**src/rtl/axis_frame_trigger_pkg.sv**
```systemverilog
`default_nettype none
// ---------------------------------------------------------------------------
// axis_frame_trigger_pkg : shared types for the trigger-gated frame source
// Rev 1.0
// ---------------------------------------------------------------------------
package axis_frame_trigger_pkg;

  typedef enum logic [1:0] {
    ST_IDLE    = 2'd0,
    ST_ARMED   = 2'd1,
    ST_CAPTURE = 2'd2,
    ST_DONE    = 2'd3
  } state_t;

endpackage : axis_frame_trigger_pkg
`default_nettype wire

```
**src/rtl/trigger_edge_detect.sv**
```systemverilog
`default_nettype none
// ---------------------------------------------------------------------------
// trigger_edge_detect : registers a synchronous trigger, flags its rising edge
// Rev 1.0
// ---------------------------------------------------------------------------
module trigger_edge_detect (
  input  logic aclk,
  input  logic aresetn,
  input  logic trigger_i,
  output logic edge_o
);

  logic trigger_q;

  always_ff @(posedge aclk or negedge aresetn) begin
    if (!aresetn) begin
      trigger_q <= 1'b0;
    end else begin
      trigger_q <= trigger_i;
    end
  end

  assign edge_o = trigger_i & ~trigger_q;

endmodule : trigger_edge_detect
`default_nettype wire

```
**src/rtl/axis_frame_trigger.sv**
```systemverilog
`default_nettype none
// ---------------------------------------------------------------------------
// axis_frame_trigger : passes trigger-aligned, fixed-length AXIS frames and
// discards input between frames. Rev 1.0
// ---------------------------------------------------------------------------
module axis_frame_trigger
  import axis_frame_trigger_pkg::*;
#(
  parameter int AXIS_TDATA_WIDTH = 32,
  parameter int FRAME_WIDTH      = 16,
  parameter int AVERAGES_WIDTH   = 32
) (
  input  logic                        aclk,
  input  logic                        aresetn,
  input  logic [AXIS_TDATA_WIDTH-1:0] S_AXIS_tdata,
  input  logic                        S_AXIS_tvalid,
  output logic                        S_AXIS_tready,
  output logic [AXIS_TDATA_WIDTH-1:0] M_AXIS_tdata,
  output logic                        M_AXIS_tvalid,
  input  logic                        M_AXIS_tready,
  output logic                        M_AXIS_tlast,
  input  logic                        trigger,
  input  logic                        start,
  input  logic                        abort,
  input  logic [FRAME_WIDTH-1:0]      cfg_frame_length,
  input  logic [AVERAGES_WIDTH-1:0]   cfg_averages,
  output logic                        busy,
  output logic                        done,
  output logic [AVERAGES_WIDTH-1:0]   frame_count
);

  state_t                    state_q, state_d;
  logic [FRAME_WIDTH-1:0]    len_q, len_d;
  logic [AVERAGES_WIDTH-1:0] avg_q, avg_d;
  logic [FRAME_WIDTH-1:0]    smp_q, smp_d;
  logic [AVERAGES_WIDTH-1:0] frm_q, frm_d;
  logic                      abort_q, abort_d;

  logic                      trig_edge;
  logic                      handshake;
  logic                      last_beat;
  logic                      abort_pending;
  logic [AVERAGES_WIDTH-1:0] frm_inc;

  trigger_edge_detect u_edge (
    .aclk      (aclk),
    .aresetn   (aresetn),
    .trigger_i (trigger),
    .edge_o    (trig_edge)
  );

  assign handshake     = S_AXIS_tvalid & M_AXIS_tready;
  assign last_beat     = (smp_q == (len_q - FRAME_WIDTH'(1)));
  assign abort_pending = abort_q | abort;
  assign frm_inc       = frm_q + AVERAGES_WIDTH'(1);

  always_ff @(posedge aclk or negedge aresetn) begin
    if (!aresetn) begin
      state_q <= ST_IDLE;
      len_q   <= '0;
      avg_q   <= '0;
      smp_q   <= '0;
      frm_q   <= '0;
      abort_q <= 1'b0;
    end else begin
      state_q <= state_d;
      len_q   <= len_d;
      avg_q   <= avg_d;
      smp_q   <= smp_d;
      frm_q   <= frm_d;
      abort_q <= abort_d;
    end
  end

  always_comb begin
    state_d       = state_q;
    len_d         = len_q;
    avg_d         = avg_q;
    smp_d         = smp_q;
    frm_d         = frm_q;
    abort_d       = abort_q;
    S_AXIS_tready = 1'b0;
    M_AXIS_tvalid = 1'b0;
    M_AXIS_tlast  = 1'b0;
    done          = 1'b0;

    unique case (state_q)
      ST_IDLE: begin
        abort_d = 1'b0;
        if (start && (cfg_frame_length != '0) && (cfg_averages != '0)) begin
          len_d   = cfg_frame_length;
          avg_d   = cfg_averages;
          frm_d   = '0;
          state_d = ST_ARMED;
        end
      end

      ST_ARMED: begin
        S_AXIS_tready = 1'b1;
        if (abort) begin
          state_d = ST_IDLE;
        end else if (trig_edge) begin
          smp_d   = '0;
          state_d = ST_CAPTURE;
        end
      end

      ST_CAPTURE: begin
        M_AXIS_tvalid = S_AXIS_tvalid;
        S_AXIS_tready = M_AXIS_tready;
        M_AXIS_tlast  = last_beat;
        abort_d       = abort_pending;
        if (handshake) begin
          smp_d = smp_q + FRAME_WIDTH'(1);
          if (last_beat) begin
            frm_d = frm_inc;
            // A pending abort exits only here, after the frame is complete.
            if (abort_pending) begin
              state_d = ST_IDLE;
            end else if (frm_inc == avg_q) begin
              state_d = ST_DONE;
            end else begin
              state_d = ST_ARMED;
            end
          end
        end
      end

      ST_DONE: begin
        done    = 1'b1;
        state_d = ST_IDLE;
      end

      default: state_d = ST_IDLE;
    endcase
  end

  assign M_AXIS_tdata = S_AXIS_tdata;
  assign busy         = (state_q == ST_ARMED) || (state_q == ST_CAPTURE);
  assign frame_count  = frm_q;

endmodule : axis_frame_trigger
`default_nettype wire

```
**config.mk**
```make
export PLATFORM = sky130hd
export DESIGN_NAME = axis_frame_trigger
export DESIGN_NICKNAME = d
export VERILOG_FILES = /design/src/rtl/axis_frame_trigger_pkg.sv /design/src/rtl/trigger_edge_detect.sv /design/src/rtl/axis_frame_trigger.sv
export SDC_FILE = /design/constraint.sdc
export NUM_CORES = 1
export LEC_CHECK = 0
export CORE_MARGIN = 4
export CORE_UTILIZATION = 51
export CTS_CLUSTER_DIAMETER = 150
export DETAILED_ROUTE_END_ITERATION = 10
export PLACE_DENSITY = 0.82
export SETUP_SLACK_MARGIN = 0.5
export SLEW_MARGIN = 20
export SYNTH_ARGS = -nofsm -noshare
export SYNTH_HDL_FRONTEND = slang
export SYNTH_HIERARCHICAL = 1
export SYNTH_SLANG_ARGS = --single-unit
```
**constraint.sdc**
```tcl
create_clock -name aclk -period 3.35 [get_ports aclk]
set_input_delay 0.335 -clock aclk [delete_from_list [all_inputs] [get_ports aclk]]
set_output_delay 0.335 -clock aclk [all_outputs]
set_load 0.03 [all_outputs]
```
Word-level counts from Yosys, hierarchy flattened:

Index checks and enable logic that the tools add are counted.

* $add $sub $neg: 3
* bitwise gates (word level): 4
* multiplexer cells: 21
* magnitude comparators: 0
* multipliers: 0
* reduce and logical (&&, ||, !) cells: 12
* divide/modulo/power cells: 0
* equal/unequal tests: 11
* shifts and indexed selects: 0

Operators with widths (number)
* 2-to-1 mux 32 bit: 3
* case mux 32 bit (2 select lines): 1
* 2-to-1 mux 16 bit: 3
* adder 32 x 1 -> 32 bit (second input constant): 1
* equality test 32 bit: 1
* case mux 16 bit (2 select lines): 1
* nonzero test 32 bit: 1
* adder 16 x 1 -> 16 bit (second input constant): 1
* equality test 16 bit: 1
* nonzero test 16 bit: 1
* subtractor 16 x 1 -> 16 bit (second input constant): 1
* 2-to-1 mux 2 bit: 7
* AND reduction 4 bit: 3
* != test 2 bit (second input constant): 5
* case mux 2 bit (4 select lines): 1
* equality test 2 bit (second input constant): 2
* case mux 1 bit (2 select lines): 2
* nonzero test 2 bit: 2
* 2-to-1 mux 1 bit: 3
* != test 3 bit (second input constant): 1
* AND 1 bit: 2
* equality test 2 x 1 -> 1 bit (second input constant): 1
* logical AND 1 bit: 2
* logical NOT 2 bit: 1
* 4 further kinds: 4

* bits in latches: 0
* bits in read-only memories: 0
* bits in writable memories: 0
* memories: 0
* logic and storage cells: 58
* register bits after elaboration: 100

Longest topological paths before layout:

* depth in word-level cells: 7
* depth in mapped cells: 13

Hierarchy:

The synthesis kept the hierarchy.

Modules (own cells, without submodules)
* axis_frame_trigger: sequential area each 2477.4 um2, area an instance 6473.7 um2, instances 1, cells each 681
* trigger_edge_detect: sequential area each 25.0 um2, area an instance 38.8 um2, instances 1, cells each 2

Worst setup path after synthesis:

No wires, ideal clock.

* kind: register to output
* start point: register len_q[0]
* end point: output M_AXIS_tlast
* path slack: 0.381 ns
* cell stages (with the launch flop): 11
* arrival: 2.634 ns
* data required time: 3.015 ns
* path buffers: 1
* cell sequence: dfrtp_1 > inv_1 > ha_1 > or4b_1 > buf_2 > nor4_4 > xnor2_1 > a211o_1 > nor2_1 > nand3_1 > nor2_1

* longest elaborated chain between the ends: 3

Ends and longest elaborated chain
* from (decl): RTL line axis_frame_trigger.sv:33 `logic [FRAME_WIDTH-1:0] len_q, len_d;`
* from (signal assigned): RTL line axis_frame_trigger.sv:67 `len_q <= len_d;`
* subtractor 16 x 1 -> 16 bit: RTL line axis_frame_trigger.sv:53 `assign last_beat = (smp_q == (len_q - FRAME_WIDTH'(1)));`
* equality test 16 bit: RTL line axis_frame_trigger.sv:53
* 2-to-1 mux 1 bit: RTL line axis_frame_trigger.sv:87 `unique case (state_q)`
* to (decl): RTL line axis_frame_trigger.sv:21 `output logic M_AXIS_tlast,`

No other way between the ends.

Worst setup path after layout:

* start point: register len_q[1]
* end point: register frm_q[8], in the netlist frame_count[8]

* longest elaborated chain between the ends: 4

Ends and longest elaborated chain
* subtractor 16 x 1 -> 16 bit: RTL line axis_frame_trigger.sv:53
* equality test 16 bit: RTL line axis_frame_trigger.sv:53
* != test 2 bit (no source line)
* AND reduction 4 bit (no source line)
* to (signal assigned): RTL line axis_frame_trigger.sv:70 `frm_q <= frm_d;`
* to (decl): RTL line axis_frame_trigger.sv:36 `logic [AVERAGES_WIDTH-1:0] frm_q, frm_d;`

No other way between the ends.
A chain may end at the register's enable or synchronous reset.

==> flow_summary.yaml <==
clock_network:
  clkSinkCount: 100
  clk_pin_slew_ns: 0.07
  clk_latency_ns: 0.36
  cts.root.buffer_cell: "clkbuf_16"
  cts_tree: "done"
  htree_levels: 3
  cts_inserted_buffers: 9
  cts_max_path_buffers: 2
worst_setup_path:
  worstSetupPathType: "flop to flop"
  max_stage_delay_ns: 0.65
  path_buf_inv: 2
  path_cells: "inv_2, ha_4, or4b_4, buf_12, nor2_4, a21oi_2, nand4b_1, or4_4, nor4_1, a21oi_1, o21ai_0"
  worstPathMaxFanout: 4
  required_ns: 3.60
  r2r_slack_ns: 0.13
  crit_slowest_cell: "or4_4"
  regToRegEndpoint: "frame_count[8]"
  rr_worst_depth: 11
  cp.depth: 11
  cp.arrival_ns: 3.47
  crit_family: "simple AND/OR/NAND/NOR gates"
  r2r-start: "len_q[1]"
  worstSetupEndpointType: "flop"
  crit_end: "frame_count[8]"
  start_kind: "flop"
  startpoint: "len_q[1]"
power:
  p_comb_share_pct: 45.0
  power.switching_mw: 1.95
  p_sw_share_pct: 36.7
  power_mw: 5.30
  leakagePower_nw: 3.28
  irDropWorstVdd_mv: 0.559
  intPower_mw: 3.35
  clkPwrFrac_pct: 19.6
  sequentialPowerShare_pct: 35.4
  p_per_area_mw_per_mm2: 623
hold_path:
  hold_class: "input port to flop"
yosys:
  yosysTopAreaCell: "dfrtp_1"
  synth_edf_count: 0
  ys.warnings.count: 6
  syn_area_mm2: 0.00651
  async_flop_share_pct: 100
  ys_ff_latch: 100
  syn_inst: 683
  syn_area_per_cell_um2: 9.54
  synth_nets: 777
  synth_common_cells: "dfrtp_1 (100), xnor2_1 (56), mux2_2 (49)"
  synthDistinctLibCells: 65
  synthTopCellsByArea: "dfrtp_1 (38%), mux2_2 (8.5%), xnor2_1 (7.5%), buf_4 (3.7%), nor3_1 (3.0%)"
  synth_flop_cell: "dfrtp_1"
  yosysSeqAreaShare_pct: 38.4
  netlist.area_leader.share_pct: 38.4
  synth_most_common_cell: "dfrtp_1"
cells_and_area:
  nets: 863
  area_growth_pct: 30.5
  design_area_mm2: 0.00850
  n_antenna_cell: 0
  drive_gt1_share_pct: 24.0
  fillCellCount: 961
  final_util_pct: 67.6
  layoutNonFillerInstCount: 946
grt:
  grt_overflow: 0
  grt_pass1_vias: 5982
  grt_use_total_pct: 26.5
  grt_pass1_wl_mm: 30.7
  grt_max_degree: 41
  antenna_found_initial: 0
timing:
  hold_viol: 0
  slew_viol_final: 0
  maxSlewHeadroom_pct: 47.2
  rsz0062_at_grt: "true"
  skew_ns: 0.0101
  whs_ns: 0.453
  tns_ns: 0
  setup_viol: 0
  finalWorstSetupSlack_ns: 0.132
  worst_slew_pin_slew_ns: 0.789
  fmax_mhz: 311
  period_needed_ns: 3.22
  period_share_pct: 96.1
die:
  start_util_pct: 51.8
  die_x_um: 121
  io-pin-count: 156
  die_area_mm2: 0.0146
  die_y_um: 121
  core_area_mm2: 0.0126
  rows: 41
routing:
  drc: 0
  drt-initial-drc-count: 430
  post_drt_wl_per_cell_um: 20.6
  ant_nets: 0
  dr.pass1.iters: 5
  vias_per_cell: 6.22
  routed_wl_mm: 19.5
  dr_total_vias: 5885
place:
  port_buffers: 91
  place_area_mm2: 0.00751
  dp.cells: 903
  place_congestion: 0.915
  place_ws_ns: 0.163
  dp_hpwl_mm: 13.7
flow_run:
  maxCapViolations: 0
run_status:
  status: "completed"
==> what timing repair did <==
| item | 4_1_cts | 5_1_grt |
|---|---|---|
| hold buffers | 1 | 0 |
| pin swaps | 22 | 8 |
| cloned | 3 | 0 |
| setup endpoints to repair | 34 | 36 |
| gates resized for setup | 35 | 38 |
| endpoints found under the hold margin | 30 | 0 |
| setup buffers | 15 | 8 |
==> power groups by stage <==
stage / Clock [mW] / Combinational [mW] / Sequential [mW]
2_1_floorplan: 0 / 1.52 / 1.75
3_3_place_gp: 0 / 1.76 / 1.88
3_5_place_dp: 0 / 1.82 / 1.90
4_1_cts: 1.05 / 2.22 / 1.86
5_1_grt: 1.09 / 2.57 / 1.92
6_report: 1.04 / 2.39 / 1.88
==> placed cells by master (no fill, tap or decap), drive strengths merged, types with 3 or more instances in the layout <==
| cell type | count |
|---|---|
| a211o | 3 |
| a21o | 3 |
| a21oi | 37 |
| a22o | 7 |
| a31oi | 3 |
| and2 | 4 |
| and3 | 7 |
| and4 | 5 |
| buf | 54 |
| clkbuf | 11 |
| clkdlybuf4s50 | 89 |
| clkinv | 4 |
| dfrtp | 100 |
| ha | 7 |
| inv | 14 |
| mux2 | 49 |
| mux2i | 4 |
| nand2 | 35 |
| nand2b | 4 |
| nand3 | 33 |
| nand4 | 18 |
| nor2 | 34 |
| nor2b | 6 |
| nor3 | 39 |
| nor4 | 24 |
| nor4b | 3 |
| o211ai | 5 |
| o21ai | 20 |
| o22ai | 3 |
| o2bb2ai | 22 |
| o31ai | 5 |
| or2 | 3 |
| or3 | 7 |
| or4 | 5 |
| xnor2 | 56 |
| xor2 | 21 |
==> routing by layer <==
| metal | GRT usage, % | routed length, um | up-vias |
|---|---|---|---|
| li1 | - | - | 2648 |
| met1 | 34.6 | 7980 | 2873 |
| met4 | 12.1 | 757 | 0 |
| met3 | 5.97 | 1440 | 70 |
| met5 | 0 | 0 | - |
| met2 | 42.0 | 9320 | 294 |
==> sequential cells by signal, indices dropped and copies added (netlist names) <==
register / flops
len_q: 16
avg_q: 32
frame_count: 32
abort_q: 1
u_edge/trigger_q: 1
state_q: 2
smp_q: 16
==> worst min-delay path by stage <==
stage / depth (start not counted) / slack, ns / start / endpoint
after global routing: 1 / 0.46 / trigger / u_edge/trigger_q
after detailed placement: 1 / 0.31 / aresetn / frame_count[6]
after CTS: 1 / 0.45 / trigger / u_edge/trigger_q
final: 1 / 0.45 / trigger / u_edge/trigger_q
after floorplan: 0 / 0.04 / aresetn / abort_q
after global placement: 1 / 0.30 / aresetn / frame_count[15]
==> worst register-to-register path, stage by stage (launching register included) <==
cell and delay [ns]:
dfrtp_1 0.39, inv_2 0.07, ha_4 0.12, or4b_4 0.51, buf_12 0.17, nor2_4 0.10
a21oi_2 0.06, nand4b_1 0.25, or4_4 0.65, nor4_1 0.39, a21oi_1 0.13, o21ai_0 0.26
==> cell families (layout without fill, tap and decap cells) <==
group	after synthesis	in the layout	synth area share, %
and+or+nand+nor	235	235	20.3
AOI/OAI and AO/OA	127	127	13.3
DFF	100	100	38.4
buffers and inverters	84	175	7.19
xor gates and xnor gates	77	77	10.4
muxes	53	53	9.09
adders and majority gates	7	7	1.34
==> final cells by class <==
class                           instances  area [um2]  area share, %
Clock buffer                           11         233           2.74
Clock inverter                          5        52.6          0.618
Inverter                               15        56.3          0.663
Multi-Input combinational cell        499        3960           46.6
Sequential cell                       100        2510           29.5
Tap cell                              172         215           2.53
Timing Repair Buffer                  144        1470           17.3
No activity file was read; power rests on OpenSTA's default activity.
